<file path="src/rtl/pipe_pkg.sv">
// Shared pipeline definitions: register address width, ALU opcodes,
// tracked stage entry layout and forward-select encoding.
package pipe_pkg;

  localparam int unsigned REG_ADDR_W = 5;
  localparam int unsigned NUM_STAGES = 3;

  typedef enum logic [2:0] {
    ADD  = 3'b001,
    SUB  = 3'b010,
    NAND = 3'b011,
    NOR  = 3'b100
  } opcode_t;

  typedef struct packed {
    logic                  v;
    logic [REG_ADDR_W-1:0] dest;
    logic                  we;
    logic                  ld;
  } stage_entry_t;

  // 0 = register file, k+1 = forward from tracked stage k
  typedef logic [$clog2(NUM_STAGES+1)-1:0] fwd_sel_t;

endpackage

</file>
<file path="src/rtl/hazard_match.sv">
// Priority comparator of one ID source operand against all tracked stages;
// the youngest (lowest-index) matching stage decides hazard and forward select.
module hazard_match #(
  parameter int unsigned REG_ADDR_W = 5,
  parameter int unsigned NUM_STAGES = 3,
  parameter int unsigned LOAD_STAGE = 1,
  parameter bit          FWD_EN     = 1'b0
) (
  input  logic [REG_ADDR_W-1:0]                  src,
  input  logic                                   use_src,
  input  logic [NUM_STAGES-1:0]                  ent_v,
  input  logic [NUM_STAGES-1:0]                  ent_we,
  input  logic [NUM_STAGES-1:0]                  ent_ld,
  input  logic [NUM_STAGES-1:0][REG_ADDR_W-1:0]  ent_dest,
  output logic                                   hazard,
  output logic [$clog2(NUM_STAGES+1)-1:0]        fwd
);
  import pipe_pkg::*;

  localparam int unsigned FWD_W = $clog2(NUM_STAGES + 1);

  logic found;

  always_comb begin
    hazard = 1'b0;
    fwd    = '0;
    found  = 1'b0;
    for (int unsigned k = 0; k < NUM_STAGES; k++) begin
      if (!found && use_src && (src != '0) && ent_v[k] && ent_we[k] &&
          (ent_dest[k] == src)) begin
        found  = 1'b1;
        // Without forwarding every in-flight write blocks; with it only an
        // early-stage load whose data does not exist yet.
        hazard = FWD_EN ? (ent_ld[k] && (k < LOAD_STAGE)) : 1'b1;
        fwd    = FWD_EN ? FWD_W'(k + 1) : '0;
      end
    end
  end

endmodule

</file>
<file path="src/rtl/hazard_ctrl.sv">
// Hazard detection, forward-select and stall unit over a shift register of
// in-flight writes. Forwarding is enabled by defining HAZARD_FWD_EN.
module hazard_ctrl #(
  parameter int unsigned REG_ADDR_W = 5,
  parameter int unsigned NUM_STAGES = 3,
  parameter int unsigned LOAD_STAGE = 1,
  parameter int unsigned CNT_W      = 16
) (
  input  logic                             clk,
  input  logic                             rst,
  input  logic                             id_valid,
  input  logic [REG_ADDR_W-1:0]            id_src_a,
  input  logic [REG_ADDR_W-1:0]            id_src_b,
  input  logic                             id_use_a,
  input  logic                             id_use_b,
  input  logic [REG_ADDR_W-1:0]            id_dest,
  input  logic                             id_we,
  input  logic                             id_is_load,
  input  logic                             flush,
  output logic                             issue,
  output logic                             stall,
  output logic [$clog2(NUM_STAGES+1)-1:0]  fwd_a,
  output logic [$clog2(NUM_STAGES+1)-1:0]  fwd_b,
  output logic [CNT_W-1:0]                 stall_cnt
);
  import pipe_pkg::*;

  localparam int unsigned FWD_W = $clog2(NUM_STAGES + 1);
`ifdef HAZARD_FWD_EN
  localparam bit FWD_EN = 1'b1;
`else
  localparam bit FWD_EN = 1'b0;
`endif

  typedef struct packed {
    logic                  v;
    logic [REG_ADDR_W-1:0] dest;
    logic                  we;
    logic                  ld;
  } entry_t;

  entry_t [NUM_STAGES-1:0] entry_q, entry_d;
  logic   [CNT_W-1:0]      stall_cnt_q, stall_cnt_d;

  logic [NUM_STAGES-1:0]                 ent_v, ent_we, ent_ld;
  logic [NUM_STAGES-1:0][REG_ADDR_W-1:0] ent_dest;
  logic                                  hazard_a, hazard_b;
  logic [FWD_W-1:0]                      fwd_raw_a, fwd_raw_b;

  always_comb begin
    for (int unsigned k = 0; k < NUM_STAGES; k++) begin
      ent_v[k]    = entry_q[k].v;
      ent_we[k]   = entry_q[k].we;
      ent_ld[k]   = entry_q[k].ld;
      ent_dest[k] = entry_q[k].dest;
    end
  end

  hazard_match #(
    .REG_ADDR_W (REG_ADDR_W),
    .NUM_STAGES (NUM_STAGES),
    .LOAD_STAGE (LOAD_STAGE),
    .FWD_EN     (FWD_EN)
  ) u_match_a (
    .src      (id_src_a),
    .use_src  (id_use_a),
    .ent_v    (ent_v),
    .ent_we   (ent_we),
    .ent_ld   (ent_ld),
    .ent_dest (ent_dest),
    .hazard   (hazard_a),
    .fwd      (fwd_raw_a)
  );

  hazard_match #(
    .REG_ADDR_W (REG_ADDR_W),
    .NUM_STAGES (NUM_STAGES),
    .LOAD_STAGE (LOAD_STAGE),
    .FWD_EN     (FWD_EN)
  ) u_match_b (
    .src      (id_src_b),
    .use_src  (id_use_b),
    .ent_v    (ent_v),
    .ent_we   (ent_we),
    .ent_ld   (ent_ld),
    .ent_dest (ent_dest),
    .hazard   (hazard_b),
    .fwd      (fwd_raw_b)
  );

  always_comb begin
    stall = id_valid & ~flush & (hazard_a | hazard_b);
    issue = id_valid & ~flush & ~stall;
    fwd_a = issue ? fwd_raw_a : '0;
    fwd_b = issue ? fwd_raw_b : '0;
  end

  always_comb begin
    entry_d = entry_q;
    for (int unsigned k = 1; k < NUM_STAGES; k++) begin
      entry_d[k] = entry_q[k-1];
    end
    entry_d[0] = issue ? '{v: 1'b1, dest: id_dest, we: id_we, ld: id_is_load} : '0;
    if (flush) begin
      entry_d = '0;
    end

    stall_cnt_d = stall_cnt_q;
    if (stall && (stall_cnt_q != '1)) begin
      stall_cnt_d = stall_cnt_q + 1'b1;
    end
  end

  always_ff @(posedge clk) begin
    if (rst) begin
      entry_q     <= '0;
      stall_cnt_q <= '0;
    end else begin
      entry_q     <= entry_d;
      stall_cnt_q <= stall_cnt_d;
    end
  end

  assign stall_cnt = stall_cnt_q;

endmodule

</file>
<file path="config.mk">
export PLATFORM = sky130hd
export DESIGN_NAME = hazard_ctrl
export DESIGN_NICKNAME = d
export VERILOG_FILES = /design/src/rtl/pipe_pkg.sv /design/src/rtl/hazard_match.sv /design/src/rtl/hazard_ctrl.sv
export SDC_FILE = /design/constraint.sdc
export NUM_CORES = 1
export LEC_CHECK = 0
export ABC_CLOCK_PERIOD_IN_PS = 7100
export BUFFER_PORTS_ARGS = -buffer_cell sky130_fd_sc_hd__buf_2
export CAP_MARGIN = 20
export CORE_MARGIN = 4
export CORE_UTILIZATION = 35
export DETAILED_ROUTE_END_ITERATION = 16
export GPL_ROUTABILITY_DRIVEN = 0
export SYNTH_ARGS = -nofsm -noshare
export SYNTH_HDL_FRONTEND = slang
export SYNTH_SLANG_ARGS = --single-unit
</file>
<file path="constraint.sdc">
create_clock -name clk -period 7.1 [get_ports clk]
set_input_delay 1.42 -clock clk [delete_from_list [all_inputs] [get_ports clk]]
set_output_delay 1.42 -clock clk [all_outputs]
set_load 0.1 [all_outputs]
</file>
==> results.toml, run 1 <==
[hold_path]
hold_class = "reg -> reg"
hold_depth = 1

[setup_path]
cp-start-kind = "input pin"
r2r_cells = 7
critPathArrivalTime_ns = 3.31
cp.required_ns = 5.68
worstSetupPathType = "in -> out"
worst-path-buf-inv = 2
max_stage_delay_ns = 0.43
path_cells = "buf_2, xor2_1, nor4_1, nand4_1, a31oi_1, nor2_1, nor2_1, buf_2"
path_delay_family = "simple AND/OR/NAND/NOR gates"
critPathMaxFanout = 5
endpoint_kind = "primary output"
crit_cells = 8
cp_slowest_cell = "buf_2"

[grt]
grt_pass1_wl_um = 6330
grt_usage = 0.129
overflow = 0
use_met1 = 0.145
globalRouteMet3Util = 0.0325
top_usage_layer = "met2"
grt_use_met2 = 0.226
antenna_found_initial = 0
grt_max_degree = 19
grt_pass1_vias = 1411

[sta]
period_minus_slack_ns = 4.73
finalSetupTns_ns = 0
drv_slew = 0
hold_viol = 0
setup_viol = 0
hold_slack_ns = 0.488
fin_crit_sh = 0.666
tightestPinTransition_ns = 0.847
relSlewSlack = 0.430
max_freq_ghz = 0.212
finClkSkew_ns = 0.00777
rsz0062_at_grt = "false"

[die]
row_count = 25
die_area_sq_mm = 0.00642
core_sq_mm = 0.00488
fp.dieH_um = 80.1
ioPinCount = 45
start_util = 0.373
die_w_um = 80.1

[cells_and_area]
instances_no_fill = 306
syn_to_final_growth_pct = 19.5
layout-drive-gt1-share = 0.218
final_nets = 262
diodes = 0

[synth]
synthCells = 197
ys_seq_elements = 37
yosys.area.top_type_share = 0.407
synth_top_area_cell = "dfxtp_1"
synth-edff-count = 0
syn_area_per_cell_sq_um = 9.24
ys_seq_area_frac = 0.407
yosys.cell_types.count = 34
synthesis.area_sq_mm = 0.00182
synth_area_leaders = "dfxtp_1, xor2_1, and2_1"
synthFlopType = "dfxtp_1"
yosys_warnings = 0
async_reset_ff_frac = 0

[drt]
vias_per_cell = 4.87
routedWlPerCell_um = 12.7
first_pass_iters = 5
routed_wl_um = 3880
ant_nets = 0
drt_iter0_drc = 80
vias = 1490
drc = 0

[run_status]
status = "finished, final reports clean"

[clocking]
cts_tree = "built"
cts_setup_buffers = 0
hold_buffers = 0
cts_resized = 0
htree_num_levels = 2
cts_root_buffer = "clkbuf_8"
cts.reportedPaths.clkPinSlew_ns = 0.07
cts_max_path_buffers = 2
clk_latency_ns = 0.29
numCtsBuffers = 5
cts.sinks = 37

[pwr]
leakagePower_uw = 0.000893
p_seq_frac = 0.486
ir_worst_vdd_mv = 0.111
p_switching_uw = 98.7
pwr-share-clk = 0.428
switching_share = 0.228
intPower_uw = 335
pwr-share-comb = 0.086
cellPowerDensity_mw_per_mm2 = 199

[placement]
dp.cells = 298
dp_hpwl_um = 3020
port_buffers = 39

[job]
cap_violations = 0
==> worst paths after layout <==
check	slack, ns	endpoint	from
max	2.37	stall	id_src_b[1]
min	0.49	ent_we[2]	ent_we[1]
max reg2reg	4.71	stall_cnt[5]	ent_dest[1]
min reg2reg	0.49	ent_we[2]	ent_we[1]
==> sequential cells by signal, summed over array words and instances, names as in the netlist <==
signal     flops
ent_dest      15
ent_we         3
ent_v          3
stall_cnt     16
==> cells by family (layout without fill, tap and decap cells) <==
group / Yosys count / count (layout) / synth area share
multiplexers: 1 / 1 / 0.00550
flip-flops: 37 / 37 / 0.407
AO/OA/AOI/OAI: 34 / 34 / 0.129
other: 1 / 4 / 0.00206
AND/OR/NAND/NOR: 78 / 78 / 0.251
buffers and inverters: 11 / 50 / 0.0351
adder cells (fa/ha/maj): 1 / 1 / 0.00687
XOR/XNOR: 34 / 34 / 0.164
==> metrics by stage <==
step | area, sq um | power, uW | util | setup WS (ns)
detailed placement | 2060 | 253 | 0.422 | 2.36
global placement | 2060 | 253 | 0.422 | 2.39
finish | 2170 | 434 | 0.446 | 2.37
global route | 2170 | 452 | 0.446 | 2.25
CTS | 2170 | 441 | 0.446 | 2.36
floorplan | 1830 | 242 | - | 1.44
==> power by group through the flow <==
stage                     logic (uW)  clock network (uW)  registers (uW)
after floorplan                 26.4                   0             215
after global placement          37.5                   0             215
after detailed placement        37.8                   0             215
after CTS                       37.8                 192             211
after global routing            40.8                 201             211
final                           37.3                 186             211
==> placed cells by master (no fill, tap or decap), types with 5 or more instances in the layout <==
cell type	Yosys	layout
nor2_1	11	11
xnor2_1	6	6
and2_1	21	21
a21oi_1	11	11
dfxtp_1	37	37
xor2_1	28	28
nand2_1	7	7
or4_1	7	7
nand4_1	9	9
buf_2	0	39
o21ai_0	8	8
clkbuf_8	0	6
or3_1	6	6
o31ai_1	5	5
nor4_1	6	6
==> per-layer routing <==
| metal | share of wire | routed length [um] | vias up |
|---|---|---|---|
| met2 | 0.50 | 1930 | 36 |
| li1 | - | - | 778 |
| met4 | 0.0077 | 30 | 0 |
| met1 | 0.44 | 1710 | 670 |
| met5 | 0 | 0 | - |
| met3 | 0.053 | 205 | 6 |
==> worst reg2reg max path: cells and delay by family, from the launching register on <==
kind	cells	cell delay, ns
xor gates and xnor gates	1	0.16
AOI/OAI and AO/OA	2	0.57
DFF	1	0.33
and+or+nand+nor	4	1.25
==> synthesized netlist by cell type, types with 2 or more instances <==
cell       instances
dfxtp_1           37
xor2_1            28
and2_1            21
a21oi_1           11
nor2_1            11
nand4_1            9
o21ai_0            8
nand2_1            7
or4_1              7
nor4_1             6
or3_1              6
xnor2_1            6
o31ai_1            5
buf_4              4
nand3_1            4
clkbuf_1           3
inv_1              3
o2111ai_1          3
a31oi_1            2
and4_1             2
==> cell type report <==
| class | count | area, sq um |
|---|---|---|
| clock buffers | 7 | 86.3 |
| well taps | 67 | 83.8 |
| flip-flops and latches | 37 | 741 |
| fillers | 522 | 2710 |
| repair buffers | 39 | 195 |
| multi-input cells | 152 | 1030 |
| clock inverters | 1 | 30.0 |
| inverters | 3 | 11.3 |
Power figures use the tool's default switching activity.
==> inputs of run 2 (changes only) <==
ABC_CLOCK_PERIOD_IN_PS = 4500   (was 7100)
clock period = 4.5 ns   (was 7.1 ns; I/O delays follow)
==> run 2 against run 1 <==
Against the previous run:
- combinational power grew 60%
- clock skew shrank 0.0056 ns
- clock power grew 48%
- critical endpoint unchanged
- largest cell class unchanged
==> results.toml, run 2 (synthesized netlist as in run 1, its figures left out) <==
[setup_path]
cp-start-kind = "input pin"
worstSetupPathType = "in -> out"
critPathArrivalTime_ns = 2.83
r2r_cells = 7
cp.required_ns = 3.60
critPathMaxFanout = 5
endpoint_kind = "primary output"

[cells_and_area]
final_nets = 262
fillerInstances = 504
syn_to_final_growth_pct = 19.0
final_area_sq_mm = 0.00217
largest_register_ffs = 16
sequential_cell_area_sq_um = 741
layout-drive-gt1-share = 0.223
mostFrequentLayoutCells = "buf_2, dfxtp_1, xor2_1"
multiInputGateArea_sq_mm = 0.00103
final_common_cell = "buf_2"
diodes = 0

[sta]
hold_viol = 0
rsz0062_at_grt = "false"
max_freq_ghz = 0.268
fin_crit_sh = 0.829
period_minus_slack_ns = 3.73
tightestPinTransition_ns = 0.919
relSlewSlack = 0.381
setup_viol = 0
fin_ws_ns = 0.770
finClkSkew_ns = 0.00212
drv_slew = 0
finalSetupTns_ns = 0

[drt]
ant_nets = 0
vias = 1522
drc = 0
wl_met2_um = 1970
first_pass_iters = 4
wl_met3_um = 228
routed_wl_um = 4010
vias_per_cell = 4.99
routedWlPerCell_um = 13.1
met1_length_um = 1760
drt_iter0_drc = 59
dr.max_layer_used = "met4"

[clocking]
hold_buffers = 0
cts_tree = "built"
cts_resized = 0
cts_max_path_buffers = 2
htree_num_levels = 2
numCtsBuffers = 5
clk_latency_ns = 0.28
cts.sinks = 37
cts_root_buffer = "clkbuf_8"
cts.reportedPaths.clkPinSlew_ns = 0.07
cts_setup_buffers = 0

[grt]
grt_pass1_vias = 1442
grt_max_degree = 19
grt_usage = 0.136
grt_pass1_wl_um = 6670
overflow = 0
antenna_found_initial = 0

[pwr]
pwr-share-comb = 0.089
ir_worst_vdd_mv = 0.130
p_switching_uw = 158
switching_share = 0.237
leakagePower_uw = 0.000889
cellPowerDensity_mw_per_mm2 = 308
p_seq_frac = 0.498
pwr-share-clk = 0.413
intPower_uw = 509

[die]
ioPinCount = 45
row_count = 25
die_w_um = 80.1
fp.dieH_um = 80.1
start_util = 0.373
core_sq_mm = 0.00488
die_area_sq_mm = 0.00642

[run_status]
status = "finished, final reports clean"

[hold_path]
hold_class = "reg -> reg"
hold_depth = 1

[placement]
port_buffers = 39
postPlaceCellArea_sq_mm = 0.00206
dp_hpwl_um = 3090
dpl_worst_slack_ns = 0.742

[job]
cap_violations = 0
run 2: worst paths after layout:
kind               startpoint           end  slack (ns)
hold / removal       ent_v[0]      ent_v[1]        0.48
setup reg to reg  ent_dest[1]  stall_cnt[5]        2.09
hold reg to reg      ent_v[0]      ent_v[1]        0.48
setup / recovery  id_src_b[1]         stall        0.77
run 2: cell type report:
class                      count  area share
clock buffer                   5      0.0318
clock inverter                 2      0.0162
inverter                       3     0.00520
multi-input combinational    152       0.476
sequential                    37       0.342
tap                           67      0.0387
timing repair buffer          39      0.0901
run 2: per-layer routing:
layer | track usage | vias up
met5 | 0 | -
met4 | 0.0507 | 0
met3 | 0.0325 | 4
met2 | 0.233 | 39
met1 | 0.162 | 702
li1 | - | 777
run 2: power by group through the flow:
stage	logic [uW]	clock network, uW	registers (uW)
2_1_floorplan	42.0	0	339
3_3_place_gp	59.6	0	340
3_5_place_dp	60.2	0	340
4_1_cts	60.2	286	332
5_1_grt	65.2	298	332
6_report	59.6	275	332
run 2: through the flow:
stage / util / hold slack (ns) / instances / total power, uW
final: 0.444 / 0.483 / 305 / 667
after CTS: 0.444 / 0.485 / 305 / 678
after floorplan: - / 0.452 / 200 / 381
after global routing: 0.444 / 0.502 / 305 / 696
after detailed placement: 0.423 / 0.467 / 298 / 400
after global placement: 0.423 / 0.465 / 298 / 399
run 2: worst max-delay path, cell delays in order:
cell     delay (ns)
buf_2          0.14
xor2_1         0.14
nor4_1         0.32
nand4_1        0.25
a31oi_1        0.38
nor2_1         0.15
nor2_1         0.10
buf_2          0.43
==> inputs of run 3 (changes only) <==
ABC_CLOCK_PERIOD_IN_PS = 3450   (was 4500)
clock period = 3.45 ns   (was 4.5 ns; I/O delays follow)
==> run 3 against run 2 <==
Against the previous run:
- wire length is 1.9% lower
- core utilization is 0.51 points higher
- final area is 1.2% higher
- critical path depth stayed put
- hold slack hardly changed
- global-route usage is 0.37 points higher
- cell count is 0.33% higher
==> results.toml, run 3 (synthesized netlist as in run 1, its figures left out) <==
[setup_path]
cp-start-kind = "input pin"
worstSetupPathType = "in -> out"
endpoint_kind = "primary output"
cp.required_ns = 2.76
critPathArrivalTime_ns = 2.40
critPathMaxFanout = 5

[clocking]
cts_setup_buffers = 0
cts_root_buffer = "clkbuf_8"
htree_num_levels = 2
cts_resized = 0
hold_buffers = 0
cts_tree = "built"
cts_max_path_buffers = 2
clk_latency_ns = 0.28
cts.reportedPaths.clkPinSlew_ns = 0.07
cts.sinks = 37
numCtsBuffers = 5

[sta]
relSlewSlack = 0.550
drv_slew = 0
finalSetupTns_ns = 0
fin_crit_sh = 0.895
period_minus_slack_ns = 3.09
fin_ws_ns = 0.363
finClkSkew_ns = 0.00400
tightestPinTransition_ns = 0.672
rsz0062_at_grt = "false"
max_freq_ghz = 0.324
setup_viol = 0
hold_viol = 0

[drt]
vias_per_cell = 4.99
drc = 0
vias = 1526
routed_wl_um = 3930
first_pass_iters = 4
ant_nets = 0
routedWlPerCell_um = 12.9
drt_iter0_drc = 58

[die]
start_util = 0.373
die_area_sq_mm = 0.00642
die_w_um = 80.1
row_count = 25
fp.dieH_um = 80.1
core_sq_mm = 0.00488
ioPinCount = 45

[cells_and_area]
final_nets = 263
syn_to_final_growth_pct = 20.4
diodes = 0
largest_register_ffs = 16
layout-drive-gt1-share = 0.230
mostFrequentLayoutCells = "buf_2, dfxtp_1, xor2_1"
final_common_cell = "buf_2"
final_util = 0.449

[grt]
antenna_found_initial = 0
grt_pass1_vias = 1514
overflow = 0
grt_max_degree = 19
grt_usage = 0.139
grt_pass1_wl_um = 6830

[placement]
port_buffers = 39
dpl_worst_slack_ns = 0.323
dp_hpwl_um = 3020

[hold_path]
hold_class = "reg -> reg"

[pwr]
ir_worst_vdd_mv = 0.247
leakagePower_uw = 0.000897
cellPowerDensity_mw_per_mm2 = 397

[job]
cap_violations = 0

[run_status]
status = "finished, final reports clean"
-- run 3: cell count changes in the layout (fill, tap and decap cells not counted) --
cell	previous run	this run
nor2_2	1	2
buf_12	0	1
nor2_1	11	10
buf_4	0	1
buf_2	39	38
-- run 3: layout make-up --
class	count	area (sq um)
fillers	507	2690
flip-flops and latches	37	741
well taps	67	83.8
clock inverters	2	35.0
multi-input cells	152	1030
clock buffers	5	68.8
inverters	3	11.3
repair buffers	40	218
-- run 3: critical path: stages --
cell and delay (ns):
buf_2 0.14, xor2_1 0.15, nor4_1 0.31, nand4_1 0.24, a31oi_1 0.36, nor2_1 0.17
nor2_2 0.16, buf_12 0.19
-- run 3: layer usage --
layer  GRT usage  wire, um
met1       0.162      1720
met5           0         0
met2       0.243      1980
met4      0.0608        54
met3      0.0303       180
-- run 3: power by group --
part	leakage, uW	switching [uW]	internal, uW
sequential	0.000299	2.99	430
clock	0.0000540	148	210
combinational	0.000544	54.1	24.2
total	0.000897	205	665
-- run 3: worst paths after layout --
| path | from | end | slack, ns | cells past startpoint |
|---|---|---|---|---|
| max | id_src_b[1] | stall | 0.36 | 8 |
| min reg2reg | ent_v[0] | ent_v[1] | 0.48 | 1 |
| min | ent_v[0] | ent_v[1] | 0.48 | 1 |
| max reg2reg | ent_dest[1] | stall_cnt[5] | 1.08 | 7 |
-- run 3: metrics by stage --
stage | hold slack (ns) | std cells | area [sq um] | total power [uW]
finish | 0.483 | 306 | 2190 | 870
global route | 0.516 | 306 | 2190 | 910
CTS | 0.487 | 306 | 2190 | 883
detailed placement | 0.470 | 299 | 2090 | 522
global placement | 0.467 | 299 | 2090 | 522
floorplan | 0.452 | 200 | 1840 | 498
